`src/rtl/trig_pkg.sv`:
```
// Shared constants for the multi-channel coincidence trigger.
//
// Contents:
//   StArmed / StHoldoff  - trigger FSM state codes
//   WIN_* / MULT_*       - bit fields of the 16-bit mconfig word
//   Def*                 - default parameter values
package trig_pkg;

    // FSM state codes
    localparam logic [0:0] StArmed   = 1'b0;
    localparam logic [0:0] StHoldoff = 1'b1;

    // mconfig fields: [7:0] window, [11:8] multiplicity, [15:12] reserved
    localparam int unsigned WIN_LSB  = 0;
    localparam int unsigned WIN_W    = 8;
    localparam int unsigned MULT_LSB = 8;
    localparam int unsigned MULT_W   = 4;

    // Defaults
    localparam int unsigned DefNch     = 4;
    localparam int unsigned DefCntW    = 8;
    localparam int unsigned DefWindow  = 15;
    localparam int unsigned DefMult    = 2;
    localparam int unsigned DefHoldoff = 32;

endpackage

```
`src/rtl/coinc_channel_timer.sv`:
```
// One coincidence-window timer for a single trigger channel.
//
// A masked rising edge on sig_i loads the window length; the counter then
// counts down to 0 and saturates there. clear_i has priority over everything.
// The channel window is open while the counter is non-zero.
//
// Ports:
//   clk_i    - system clock
//   rst_ni   - asynchronous active-low reset
//   sig_i    - discriminator input, synchronous to clk_i
//   mask_i   - 1 = edges on this channel may open a window
//   clear_i  - force the counter to 0 (holdoff, readout, after a fire)
//   win_i    - window length to load on an edge (already forced >= 1)
//   open_o   - window currently open
module coinc_channel_timer #(
    parameter int unsigned CNT_W = 8
) (
    input  logic             clk_i,
    input  logic             rst_ni,
    input  logic             sig_i,
    input  logic             mask_i,
    input  logic             clear_i,
    input  logic [CNT_W-1:0] win_i,
    output logic             open_o
);

    logic             prev_q;
    logic [CNT_W-1:0] cnt_q;
    logic [CNT_W-1:0] cnt_d;
    logic             sig_rise;

    // prev_q tracks the input in every state, so a level held through
    // holdoff or readout never produces a late edge.
    assign sig_rise = sig_i & ~prev_q;

    always_comb begin
        cnt_d = cnt_q;
        if (clear_i) begin
            cnt_d = '0;
        end else if (sig_rise && mask_i) begin
            cnt_d = win_i;
        end else if (cnt_q != '0) begin
            cnt_d = cnt_q - 1'b1;
        end
    end

    always_ff @(posedge clk_i or negedge rst_ni) begin
        if (!rst_ni) begin
            prev_q <= 1'b0;
            cnt_q  <= '0;
        end else begin
            prev_q <= sig_i;
            cnt_q  <= cnt_d;
        end
    end

    assign open_o = (cnt_q != '0);

endmodule

```
`src/rtl/multi_coinc_trigger.sv`:
```
// N-channel coincidence trigger.
//
// Each enabled channel opens a programmable window on a rising edge. When at
// least `mult` windows are open at once a one-cycle TRIGGER_OUT fires, the open
// vector is latched into HIT_PATTERN, TRIG_COUNT increments and the block sits
// in holdoff for HOLDOFF cycles with all windows cleared.
//
// Optional feature (macro COINC_VETO_EN): adds VETO input and VETO_COUNT
// output. VETO suppresses the fire; each suppressed fire is counted once and
// the windows are then cleared.
//
// Ports:
//   CLK          - system clock
//   RESET        - asynchronous active-low reset
//   SIGNAL       - discriminator inputs, synchronous to CLK
//   ch_mask      - per-channel enable
//   read_mode    - readout busy; clears windows and inhibits triggering
//   mconfig      - [7:0] window, [11:8] multiplicity, [15:12] ignored
//   VETO         - (COINC_VETO_EN) suppress firing
//   VETO_COUNT   - (COINC_VETO_EN) number of vetoed fires, wraps
//   TRIGGER_OUT  - one-cycle trigger pulse
//   HIT_PATTERN  - open-window vector at the last trigger
//   TRIG_COUNT   - number of triggers issued, wraps
module multi_coinc_trigger
    import trig_pkg::*;
#(
    parameter int unsigned NCH        = DefNch,
    parameter int unsigned CNT_W      = DefCntW,
    parameter int unsigned DEF_WINDOW = DefWindow,
    parameter int unsigned DEF_MULT   = DefMult,
    parameter int unsigned HOLDOFF    = DefHoldoff
) (
    input  logic           CLK,
    input  logic           RESET,
    input  logic [NCH-1:0] SIGNAL,
    input  logic [NCH-1:0] ch_mask,
    input  logic           read_mode,
    input  logic [15:0]    mconfig,
`ifdef COINC_VETO_EN
    input  logic           VETO,
    output logic [15:0]    VETO_COUNT,
`endif
    output logic           TRIGGER_OUT,
    output logic [NCH-1:0] HIT_PATTERN,
    output logic [15:0]    TRIG_COUNT
);

    localparam int unsigned HoldW = (HOLDOFF > 1) ? $clog2(HOLDOFF) : 1;

    logic [0:0]        state_q, state_d;
    logic [HoldW-1:0]  hold_q, hold_d;
    logic [WIN_W-1:0]  win_q, win_d;
    logic [MULT_W-1:0] mult_q, mult_d;
    logic              trig_q;
    logic [NCH-1:0]    hit_q, hit_d;
    logic [15:0]       tcount_q;

    logic [NCH-1:0]    open_w;
    logic [3:0]        pop;
    logic [WIN_W-1:0]  win_eff;
    logic [CNT_W-1:0]  win_load;
    logic [MULT_W-1:0] mult_eff;
    logic              armed;
    logic              coinc;
    logic              fire;
    logic              clear_all;
    logic              cfg_load;

    logic unused_cfg;
    assign unused_cfg = ^mconfig[15:12];

    // Zero-valued window/multiplicity fields behave as 1.
    assign win_eff  = (win_q == '0) ? WIN_W'(1) : win_q;
    assign win_load = CNT_W'(win_eff);
    assign mult_eff = (mult_q == '0) ? MULT_W'(1) : mult_q;

    for (genvar g = 0; g < NCH; g++) begin : g_ch
        coinc_channel_timer #(
            .CNT_W (CNT_W)
        ) u_timer (
            .clk_i   (CLK),
            .rst_ni  (RESET),
            .sig_i   (SIGNAL[g]),
            .mask_i  (ch_mask[g]),
            .clear_i (clear_all),
            .win_i   (win_load),
            .open_o  (open_w[g])
        );
    end

    always_comb begin
        pop = '0;
        for (int i = 0; i < NCH; i++) begin
            pop = pop + 4'(open_w[i]);
        end
    end

    assign armed = (state_q == StArmed);
    // mult above NCH can never be reached by pop, so no special case is needed.
    assign coinc = armed && !read_mode && (pop >= mult_eff);

`ifdef COINC_VETO_EN
    logic        veto_hit;
    logic [15:0] vcount_q;
    assign veto_hit = coinc & VETO;
    assign fire     = coinc & ~VETO;

    always_ff @(posedge CLK or negedge RESET) begin
        if (!RESET) begin
            vcount_q <= '0;
        end else if (veto_hit) begin
            vcount_q <= vcount_q + 16'd1;
        end
    end
    assign VETO_COUNT = vcount_q;
`else
    assign fire = coinc;
`endif

    // A vetoed coincidence also clears the windows so it is counted only once.
    assign clear_all = !armed || read_mode || coinc;

    // Config only changes while nothing is open, so a window never mixes settings.
    assign cfg_load = armed && (open_w == '0);

    always_comb begin
        state_d = state_q;
        hold_d  = hold_q;
        win_d   = win_q;
        mult_d  = mult_q;
        hit_d   = hit_q;
        if (cfg_load) begin
            win_d  = mconfig[WIN_LSB +: WIN_W];
            mult_d = mconfig[MULT_LSB +: MULT_W];
        end
        if (armed) begin
            if (fire) begin
                state_d = StHoldoff;
                hold_d  = HoldW'(HOLDOFF - 1);
                hit_d   = open_w;
            end
        end else if (hold_q == '0) begin
            state_d = StArmed;
        end else begin
            hold_d = hold_q - 1'b1;
        end
    end

    always_ff @(posedge CLK or negedge RESET) begin
        if (!RESET) begin
            state_q  <= StArmed;
            hold_q   <= '0;
            win_q    <= WIN_W'(DEF_WINDOW);
            mult_q   <= MULT_W'(DEF_MULT);
            trig_q   <= 1'b0;
            hit_q    <= '0;
            tcount_q <= '0;
        end else begin
            state_q  <= state_d;
            hold_q   <= hold_d;
            win_q    <= win_d;
            mult_q   <= mult_d;
            trig_q   <= fire;
            hit_q    <= hit_d;
            tcount_q <= tcount_q + 16'(fire);
        end
    end

    assign TRIGGER_OUT = trig_q;
    assign HIT_PATTERN = hit_q;
    assign TRIG_COUNT  = tcount_q;

endmodule

```
`config.mk`:
```
export PLATFORM = sky130hd
export DESIGN_NAME = multi_coinc_trigger
export DESIGN_NICKNAME = d
export VERILOG_FILES = /design/src/rtl/trig_pkg.sv /design/src/rtl/coinc_channel_timer.sv /design/src/rtl/multi_coinc_trigger.sv
export SDC_FILE = /design/constraint.sdc
export NUM_CORES = 1
export LEC_CHECK = 0
export ABC_CLOCK_PERIOD_IN_PS = 5800
export BUFFER_PORTS_ARGS = -buffer_cell sky130_fd_sc_hd__buf_2
export CORE_AREA = 3 3 85 87
export CTS_BUF_LIST = sky130_fd_sc_hd__clkbuf_8
export DETAILED_ROUTE_END_ITERATION = 16
export DIE_AREA = 0 0 88 90
export PLACE_DENSITY = 0.8
export SYNTH_ARGS = -nofsm -noshare
export SYNTH_HDL_FRONTEND = slang
export SYNTH_SLANG_ARGS = --single-unit
export TNS_END_PERCENT = 20
```
`constraint.sdc`:
```
create_clock -name CLK -period 5.8 [get_ports CLK]
set_input_delay 0.58 -clock CLK [delete_from_list [all_inputs] [get_ports CLK]]
set_output_delay 0.58 -clock CLK [all_outputs]
set_load 0.01 [all_outputs]
```
==> summary.txt <==
outcome - completed
post-CTS setup buffers - 0
CP Data Required Time - 6.08 ns
f_max - 192 MHz
Max rail drop VDD - 0.319 mV
nature of the critical path endpoint - flop
Post-synth top flop - dfrtp_1
Synth Area in Adders - 5.65%
die extent in x - 88 µm
post-route ant nets - 0
async set-reset flop share out of synthesis - 100%
min-delay worst type - in -> reg
starting density of the core - 60.7%
Synth top area share - 45.0%
register area share after synthesis - 48.3%
FF/Latch Area - 1880 µm²
gr busiest metal - met2
final setup fails - 0
CTS root buf - clkbuf_8
power per cell area - 621 nW/µm²
Critical Path Source Type - flop
Synth Area in Compound Gates - 8.86%
count leader, synth - dfrtp_1
Placed Cells - 491
Worst-Margin Slew - 0.940 ns
Critical Path Source - g_ch[1].u_timer.cnt_q[3]
leakage - 2.11 nW
GR Overflow Total - 0
routed wire length per instance - 16.2 µm
GRT Resource Usage Total - 22.1%
H-tree levels - 3
vias post-DR - 3020
number of synthesized flops with an enable pin - 0
M3 GR Usage - 6.12%
Post-Synth XOR/XNOR Area - 6.97%
initial antenna violation count - 0
Worst R2R Start - g_ch[1].u_timer.cnt_q[3]
grt met1 use - 28.8%
GR Util met2 - 34.8%
Multi-input gate area - 1880 µm²
layout cells sized above 1 - 21.6%
syn_area_per_cell - 10.3 µm²
Mapped Cells - 378
WL final - 8.21 mm
post-synth cell types - 52
core area - 6420 µm²
latest clock arrival within the worst-skew pair - 0.36 ns
I/O Pins - 48
number of global-route vias before repair - 2915
clock buffer depth - 2
CTS sink cnt - 75
Mapped Area - 3900 µm²
CTS hold repair buffers - 0
largest family of logic cells by synthesized area - simple AND/OR/NAND/NOR gates
drt first pass iters - 4
# diodes - 0
row count - 29
Commonest cells post-synth - dfrtp_1, nand2_1, nor2_1, inv_1, nor3_1
CTS tree - yes
CP Class - reg -> reg
top cells by area, synth - dfrtp_1, ha_1, mux2_2
dpl hpwl - 5.65 mm
count of input and output buffers - 43
Layout fillers - 477
worst clock skew - 0.0126 ns
CTS clock-pin slew for the worst setup and hold paths - 0.08 ns
Slew headroom - 37.3%
Slew Limit Fails - 0
Worst Hold Launch - SIGNAL[3]
drt drc - 0
worst-path maximum fanout - 11
Arr. time, crit path - 5.48 ns
#FFs+latches synth - 75
Period minus WS final - 5.20 ns
max-cap viol count - 0
Power Total - 2.70 mW
pin count of the biggest net entering global routing - 76
YS warnings - 0
RSZ-0062 raised after global routing - false
Finished Layout Cells - 507
synth-to-layout area growth - 11.7%
Num CTS Buffers - 9
GP Congestion - 0.882
DIE HEIGHT - 90 µm
Die Footprint - 7920 µm²
drt initial violations - 157
global-route wire length before repair - 13.8 mm
Final Hold Vio Count - 0
simple-gate share of the synthesized area - 21.1%
Post-Syn Nets - 422
Tcrit/Tclk final - 89.7%
post-synth top area cell - dfrtp_1
nets - 469
post-CTS resize count - 0
post-synthesis mux area share - 5.65%
Via density - 5.96
TNS Setup - 0 ns
state kept, by name (all words and copies together), names as in the netlist:
signal,flops
HIT_PATTERN,4
TRIGGER_OUT,1
TRIG_COUNT,16
g_ch.u_timer.cnt_q,32
g_ch.u_timer.prev_q,4
hold_q,5
mult_q,4
state_q,1
win_q,8
kinds of logic (layout without fill, tap and decap cells):
group | Yosys count | in the layout
and+or+nand+nor | 155 | 155
DFF | 75 | 75
AOI/OAI and AO/OA | 48 | 48
buffers and inverters | 32 | 84
xor gates and xnor gates | 31 | 31
muxes | 20 | 20
adders and majority gates | 17 | 17
per-layer routing:
| metal | part of all wire (%) | vias to the layer above | wire length (µm) |
|---|---|---|---|
| met1 | 44 | 1471 | 3600 |
| met2 | 49 | 93 | 3990 |
| li1 | - | 1443 | - |
| met4 | 1.2 | 0 | 96 |
| met3 | 6.4 | 13 | 522 |
| met5 | 0 | - | 0 |
cell type report:
type	count	share of cell area (%)
Timing Repair Buffer	45	5.35
Multi-Input combinational cell	271	43.3
Inverter	23	1.98
Clock buffer	9	2.85
Tap cell	77	2.21
Sequential cell	75	43.3
Clock inverter	7	1.06
where the power goes:
part | internal (mW) | switching (mW) | leakage [nW]
registers | 0.700 | 0.186 | 0.963
clock network | 0.154 | 0.201 | 0.0868
logic | 0.627 | 0.836 | 1.06
per-stage QoR:
stage / setup slack (ns) / area, µm² / utilization (%) / hold WS, ns
after floorplan: 1.14 / 3900 / - / 0.284
after global placement: 0.811 / 4180 / 65.1 / 0.459
after detailed placement: 0.642 / 4180 / 65.1 / 0.465
after CTS: 0.605 / 4350 / 67.7 / 0.331
after global routing: 0.317 / 4350 / 67.7 / 0.316
final: 0.598 / 4350 / 67.7 / 0.343
placed cells by master (no fill, tap or decap), drive strengths merged, types with 5 or more instances in the layout:
master,synthesis,routed
a2111oi,6,6
a211oi,5,5
a21oi,13,13
and3,8,8
buf,4,45
clkbuf,5,9
dfrtp,70,70
dfstp,5,5
ha,16,16
inv,23,25
mux2,16,16
nand2,32,32
nand2b,5,5
nand3,21,21
nor2,27,27
nor3,23,23
nor3b,5,5
nor4,5,5
or2,5,5
or4,5,5
xnor2,12,12
xor2,19,19
worst max-delay path, cell delays in order, from the launching register on:
cell and delay (ns):
dfrtp_1 0.42, or3_1 0.42, or4_1 0.60, inv_1 0.15, fa_1 0.43, inv_1 0.08
ha_1 0.16, ha_1 0.23, ha_1 0.28, a31oi_1 0.24, or4_1 0.74, inv_1 0.16
ha_1 0.20, ha_1 0.19, nand3_1 0.13, or2_2 0.36, nor3_1 0.19, xor2_1 0.16
final timing paths:
kind,slack [ns],cells after the start,to
setup / recovery,0.60,17,TRIG_COUNT[14]
hold / removal,0.34,1,g_ch[3].u_timer.prev_q
setup reg to reg,0.60,17,TRIG_COUNT[14]
hold reg to reg,0.48,1,TRIG_COUNT[15]
max in group asynchronous,4.82,1,state_q
min in group asynchronous,0.35,1,win_q[4]
Power figures use the tool's default switching activity.
